File: config.mk
export PLATFORM = sky130hd
export DESIGN_NAME = pc_sequencer
export DESIGN_NICKNAME = d
export VERILOG_FILES = /design/src/rtl/kgp_pkg.sv /design/src/rtl/pc_sequencer.sv
export SDC_FILE = /design/constraint.sdc
export NUM_CORES = 1
export LEC_CHECK = 0
export CORE_MARGIN = 2
export CORE_UTILIZATION = 44
export CTS_CLUSTER_DIAMETER = 100
export DETAILED_ROUTE_END_ITERATION = 8
export HOLD_SLACK_MARGIN = 0.15
export PLACE_DENSITY = 0.8
export SLEW_MARGIN = 30
export SYNTH_ARGS = -nofsm -noshare
export SYNTH_HDL_FRONTEND = slang
export SYNTH_SLANG_ARGS = --single-unit
File: constraint.sdc
create_clock -name clk -period 2.9 [get_ports clk]
set_clock_uncertainty 0.2 [all_clocks]
set_input_delay 0.58 -clock clk [delete_from_list [all_inputs] [get_ports clk]]
set_output_delay 0.58 -clock clk [all_outputs]
set_load 0.01 [all_outputs]
File: src/rtl/kgp_pkg.sv
// rtl/kgp_pkg.sv - shared branch-class encodings, sequencer states and PC defaults
package kgp_pkg;

  localparam logic [31:0] DEFAULT_RESET_PC = 32'd0;
  localparam logic [31:0] DEFAULT_PC_STEP  = 32'd4;

  typedef enum logic [1:0] {
    BR_NONE   = 2'd0,
    BR_JLABEL = 2'd1,
    BR_BCOND  = 2'd2,
    BR_JREG   = 2'd3
  } br_type_e;

  typedef enum logic [2:0] {
    RESET_S = 3'd0,
    FETCH   = 3'd1,
    DECODE  = 3'd2,
    EXEC    = 3'd3,
    UPDATE  = 3'd4,
    HALT    = 3'd5
  } seq_state_e;

  // Branch-unit control bundle, in output order
  typedef struct packed {
    logic lbl_sel;
    logic jump_addr;
    logic branch;
    logic valid_jump;
  } br_ctrl_t;

  // Maps a decoded branch class (and ALU condition) to branch-unit controls
  function automatic br_ctrl_t br_ctrl(input br_type_e bt, input logic cond);
    br_ctrl_t c;
    c = '0;
    case (bt)
      BR_JLABEL: begin c.branch = 1'b1; c.valid_jump = 1'b1; end
      BR_BCOND:  begin c.lbl_sel = 1'b1; c.branch = 1'b1; c.valid_jump = cond; end
      BR_JREG:   begin c.jump_addr = 1'b1; c.branch = 1'b1; c.valid_jump = 1'b1; end
      default:   c = '0;
    endcase
    return c;
  endfunction

endpackage

File: src/rtl/pc_sequencer.sv
// rtl/pc_sequencer.sv - multi-cycle fetch/execute controller owning the PC
module pc_sequencer
  import kgp_pkg::*;
#(
  parameter logic [31:0] RESET_PC = DEFAULT_RESET_PC,
  parameter logic [31:0] PC_STEP  = DEFAULT_PC_STEP
) (
  input  logic        clk,
  input  logic        rst_n,
  output logic        imem_req,
  output logic [31:0] imem_addr,
  input  logic        imem_ack,
  input  logic [31:0] imem_data,
  output logic [31:0] instr,
  output logic        instr_valid,
  input  logic [1:0]  br_type,
  input  logic        cond_true,
  input  logic        exec_done,
  input  logic        halt,
  output logic [31:0] pc_inc,
  output logic        lbl_sel,
  output logic        jump_addr,
  output logic        branch,
  output logic        valid_jump,
  input  logic [31:0] bu_pc_new,
  output logic [31:0] pc,
  output logic [31:0] retired,
  output logic        halted
);

  seq_state_e  state_q, state_d;
  logic [31:0] pc_q, pc_d;
  logic [31:0] instr_q, instr_d;
  logic [31:0] retired_q, retired_d;
  br_type_e    br_type_q, br_type_d;
  br_ctrl_t    ctrl_q, ctrl_d;
  logic        taken_q, taken_d;

  assign pc_inc      = pc_q + PC_STEP;
  assign pc          = pc_q;
  assign imem_addr   = pc_q;
  assign instr       = instr_q;
  assign retired     = retired_q;
  assign imem_req    = (state_q == FETCH);
  assign instr_valid = (state_q == DECODE);
  assign halted      = (state_q == HALT);
  assign lbl_sel     = ctrl_q.lbl_sel;
  assign jump_addr   = ctrl_q.jump_addr;
  assign branch      = ctrl_q.branch;
  assign valid_jump  = ctrl_q.valid_jump;

  // Next state and datapath updates for the fetch/decode/exec/update loop
  always_comb begin
    state_d   = state_q;
    pc_d      = pc_q;
    instr_d   = instr_q;
    retired_d = retired_q;
    br_type_d = br_type_q;
    ctrl_d    = ctrl_q;
    taken_d   = taken_q;
    case (state_q)
      RESET_S: state_d = FETCH;
      FETCH: begin
        if (imem_ack) begin
          instr_d = imem_data;
          state_d = DECODE;
        end
      end
      DECODE: begin
        br_type_d = br_type_e'(br_type);
        ctrl_d    = br_ctrl(br_type_e'(br_type), cond_true);
        state_d   = EXEC;
      end
      EXEC: begin
        // A conditional branch keeps tracking the ALU flags until execute finishes
        if (br_type_q == BR_BCOND) begin
          ctrl_d.valid_jump = cond_true;
        end
        if (exec_done) begin
          taken_d = ctrl_d.branch & ctrl_d.valid_jump;
          state_d = UPDATE;
        end
      end
      UPDATE: begin
        pc_d      = taken_q ? bu_pc_new : pc_inc;
        retired_d = retired_q + 32'd1;
        ctrl_d    = '0;
        taken_d   = 1'b0;
        state_d   = halt ? HALT : FETCH;
      end
      HALT:    state_d = HALT;
      default: state_d = RESET_S;
    endcase
  end

  // State and datapath registers; reset abandons any in-flight fetch
  always_ff @(posedge clk or negedge rst_n) begin
    if (!rst_n) begin
      state_q   <= RESET_S;
      pc_q      <= RESET_PC;
      instr_q   <= '0;
      retired_q <= '0;
      br_type_q <= BR_NONE;
      ctrl_q    <= '0;
      taken_q   <= 1'b0;
    end else begin
      state_q   <= state_d;
      pc_q      <= pc_d;
      instr_q   <= instr_d;
      retired_q <= retired_d;
      br_type_q <= br_type_d;
      ctrl_q    <= ctrl_d;
      taken_q   <= taken_d;
    end
  end

endmodule

==> flow_metrics.tcl, run 1 <==
set metrics [dict create \
    async_flop_share 1.00 \
    syn_inst 593 \
    vias 5686 \
    synth-edff-count 0 \
    rsz0062_at_grt "yes" \
    place.port_buffers 238 \
    layout_min_cycle_time_ns 3.01 \
    io_pins 239 \
    area_delta_synth_final_pct 56.0 \
    gr-total-overflow 0 \
    grt_pass1_wl_um 28100 \
    yosys_register_bits 106 \
    coreArea_um2 13200 \
    r2r_start "state_q[2]" \
    grt_start_max_net_pins 70 \
    crit_required_ns 2.12 \
    cts-root-buf "clkbuf_16" \
    ff2ff_path_depth 5 \
    rrSetupSlack_ns 0.40 \
    antenna_cells 0 \
    place_congestion 0.894 \
    drt_pass1_iterations 5 \
    slew_viol_final 0 \
    violations "negative setup slack" \
    cts_tree "built" \
    outcome "finished, violations left" \
    fmax_ghz 0.332 \
    grtUsageTotal 0.246 \
    ys_warn_count 0 \
    startpoint "imem_addr[3]" \
    clkLatencyLatePin_ns 0.35 \
    ys_seq_area_frac 0.450 \
    ant_nets 0 \
    cts_buffer_depth 2 \
    worstHoldPathType "flip-flop to flip-flop" \
    drive_gt1_frac 0.227 \
    antenna_found_initial 0 \
    worst-path-max-fanout 2 \
    die_w_um 120 \
    final_area_um2 9200 \
    dp_slack_ns -0.119 \
    worst_slew_pin_slew_ns 0.624 \
    timing.final.crit_share 1.04 \
    grt_pass1_vias 5585 \
    finalWorstSetupSlack_ns -0.110 \
    final_nets 925 \
    fillers 964 \
    netlist_area_um2 5900 \
    ys_types 54 \
    power_mw 8.54 \
    syn_avg_cell_area_um2 9.95 \
    viasPerCell 5.52 \
    crit_end "pc_inc[30]" \
    worstSetupStartpointType "flip-flop" \
    relSlewSlack 0.584 \
    max_cap_violations 0 \
    layout_commonest_cell "clkdlybuf4s50_1" \
    end_kind "primary output" \
    vdd_drop_max_v 0.000701 \
    crit_chain "ha_4, nand4_4, or4_4, buf_6, nor3_4, xor2_1, buf_2" \
    cp_data_arrival_time_ns 2.23 \
    final_cell_mix "212 x clkdlybuf4s50_1, 105 x dfrtp_1, 77 x buf_4" \
    power.density_nw_per_um2 929 \
    initial_core_util 0.447 \
    dominantRegCellSynth "dfrtp_1" \
    drt_wl_total_um 18300 \
    critical-path-slowest-cell "or4_4" \
    r2r-end "imem_addr[30]" \
    wire_per_inst_um 17.7 \
    dpl.hpwl_um 12600 \
    rows 42 \
    syn-num-nets 667 \
    setup_viol 1 \
    placedInstanceArea_um2 8530 \
    numCtsBuffers 9 \
    p_leak_nw 3.89 \
    path_class "flip-flop to primary output" \
    h-tree-depth 3 \
    fp.dieH_um 120 \
    clk_pin_slew_worst_paths_ns 0.07 \
    clkSinkCount 106 \
    critPathMaxStageDelay_ns 0.54 \
    hold_violations 0 \
    drc 0 \
    drt_iter0_drc 543 \
    die_area_um2 14300 \
]
## cells in the mapped netlist, types with 5 or more instances
master     count  share of area
a21oi_1       24          0.020
a22oi_1        5         0.0064
a31oi_1        5         0.0053
and3_1        27          0.029
and4_1         7          0.010
buf_2         12          0.010
buf_4         36          0.046
clkbuf_1      27          0.017
dfrtp_1      106           0.45
inv_1         12         0.0076
mux2_2        38          0.073
nand2_1       36          0.023
nand3_1       30          0.025
nand4_1       27          0.029
nor2_1        21          0.013
nor3_1        20          0.017
o211ai_1      13          0.017
o21ai_0       20          0.017
o2bb2ai_1      5         0.0074
or3_1          6         0.0064
xnor2_1       40          0.059
xor2_1        19          0.028
## sequential cells by signal, indices dropped and copies added (netlist names)
register / cells
state_q: 3
instr: 32
lbl_sel: 1
branch: 1
retired: 32
valid_jump: 1
jump_addr: 1
taken_q: 1
imem_addr: 32
br_type_q: 2
## worst max-delay path: cells and delay by family (launching register included)
family                   cells  cell delay, ns
flip-flops                   1            0.40
buffers and inverters        2            0.30
AND/OR/NAND/NOR              3            0.83
XOR/XNOR                     1            0.18
adder cells (fa/ha/maj)      1            0.17
## power breakdown
group	total [mW]	internal, mW	switching [mW]
Clock	1.17	0.608	0.562
Combinational	4.94	2.63	2.31
Sequential	2.43	1.98	0.446
Total	8.54	5.22	3.32
## timing repair
item,CTS,global route
endpoints found under the setup margin,25,19
pin swaps,5,17
hold buffers,1,0
buffers inserted,15,13
resized for setup,78,41
endpoints found under the hold margin,37,0
## kinds of logic (layout without fill, tap and decap cells)
group	Yosys count	in the layout	share of synthesized area
XOR/XNOR	59	59	0.0876
adder cells (fa/ha/maj)	2	2	0.00424
buffers and inverters	90	352	0.0840
AO/OA/AOI/OAI	92	92	0.102
multiplexers	39	39	0.0742
AND/OR/NAND/NOR	205	205	0.198
flip-flops	106	106	0.450
## final cells by class
cell class,instances,area (um^2),area share
Multi-Input combinational cell,397,3000,0.326
Timing Repair Buffer,325,3000,0.326
Sequential cell,106,2650,0.288
Clock buffer,10,239,0.0260
Tap cell,176,220,0.0239
Inverter,12,45.0,0.00490
Clock inverter,5,40.0,0.00435
## worst min-delay path by stage
stage	start	endpoint	slack, ns	cells past startpoint
floorplan	rst_n	br_type_q[0]	0.08	0
global placement	retired[31]	retired[31]	0.27	1
detailed placement	retired[31]	retired[31]	0.27	1
CTS	retired[30]	retired[30]	0.30	1
global route	instr[8]	instr[8]	0.32	1
finish	retired[28]	retired[28]	0.30	1
## metrics by stage
step / hold WS, ns / instances / utilization / setup TNS, ns
6_report: 0.299 / 1031 / 0.697 / -0.110
5_1_grt: 0.317 / 1031 / 0.697 / -0.576
4_1_cts: 0.303 / 1019 / 0.685 / -0.296
3_5_place_dp: 0.269 / 988 / 0.647 / -0.607
3_3_place_gp: 0.267 / 988 / 0.647 / -0.221
2_1_floorplan: 0.0844 / 593 / - / 0
## layer usage
layer  vias to the layer above  global-route usage  part of all wire
li1                       2604                   -                 -
met1                      2792               0.297              0.39
met4                         0               0.104             0.028
met3                        43              0.0566             0.061
met2                       247               0.424              0.52
met5                         -                   0                 0
No activity file was read; power rests on OpenSTA's default activity.
==> run 2, diff against run 1 <==
- CTS_CLUSTER_SIZE: default -> 14
==> results of run 2 <==
No change in the layout: final DEF, timing and power equal those of run 1.
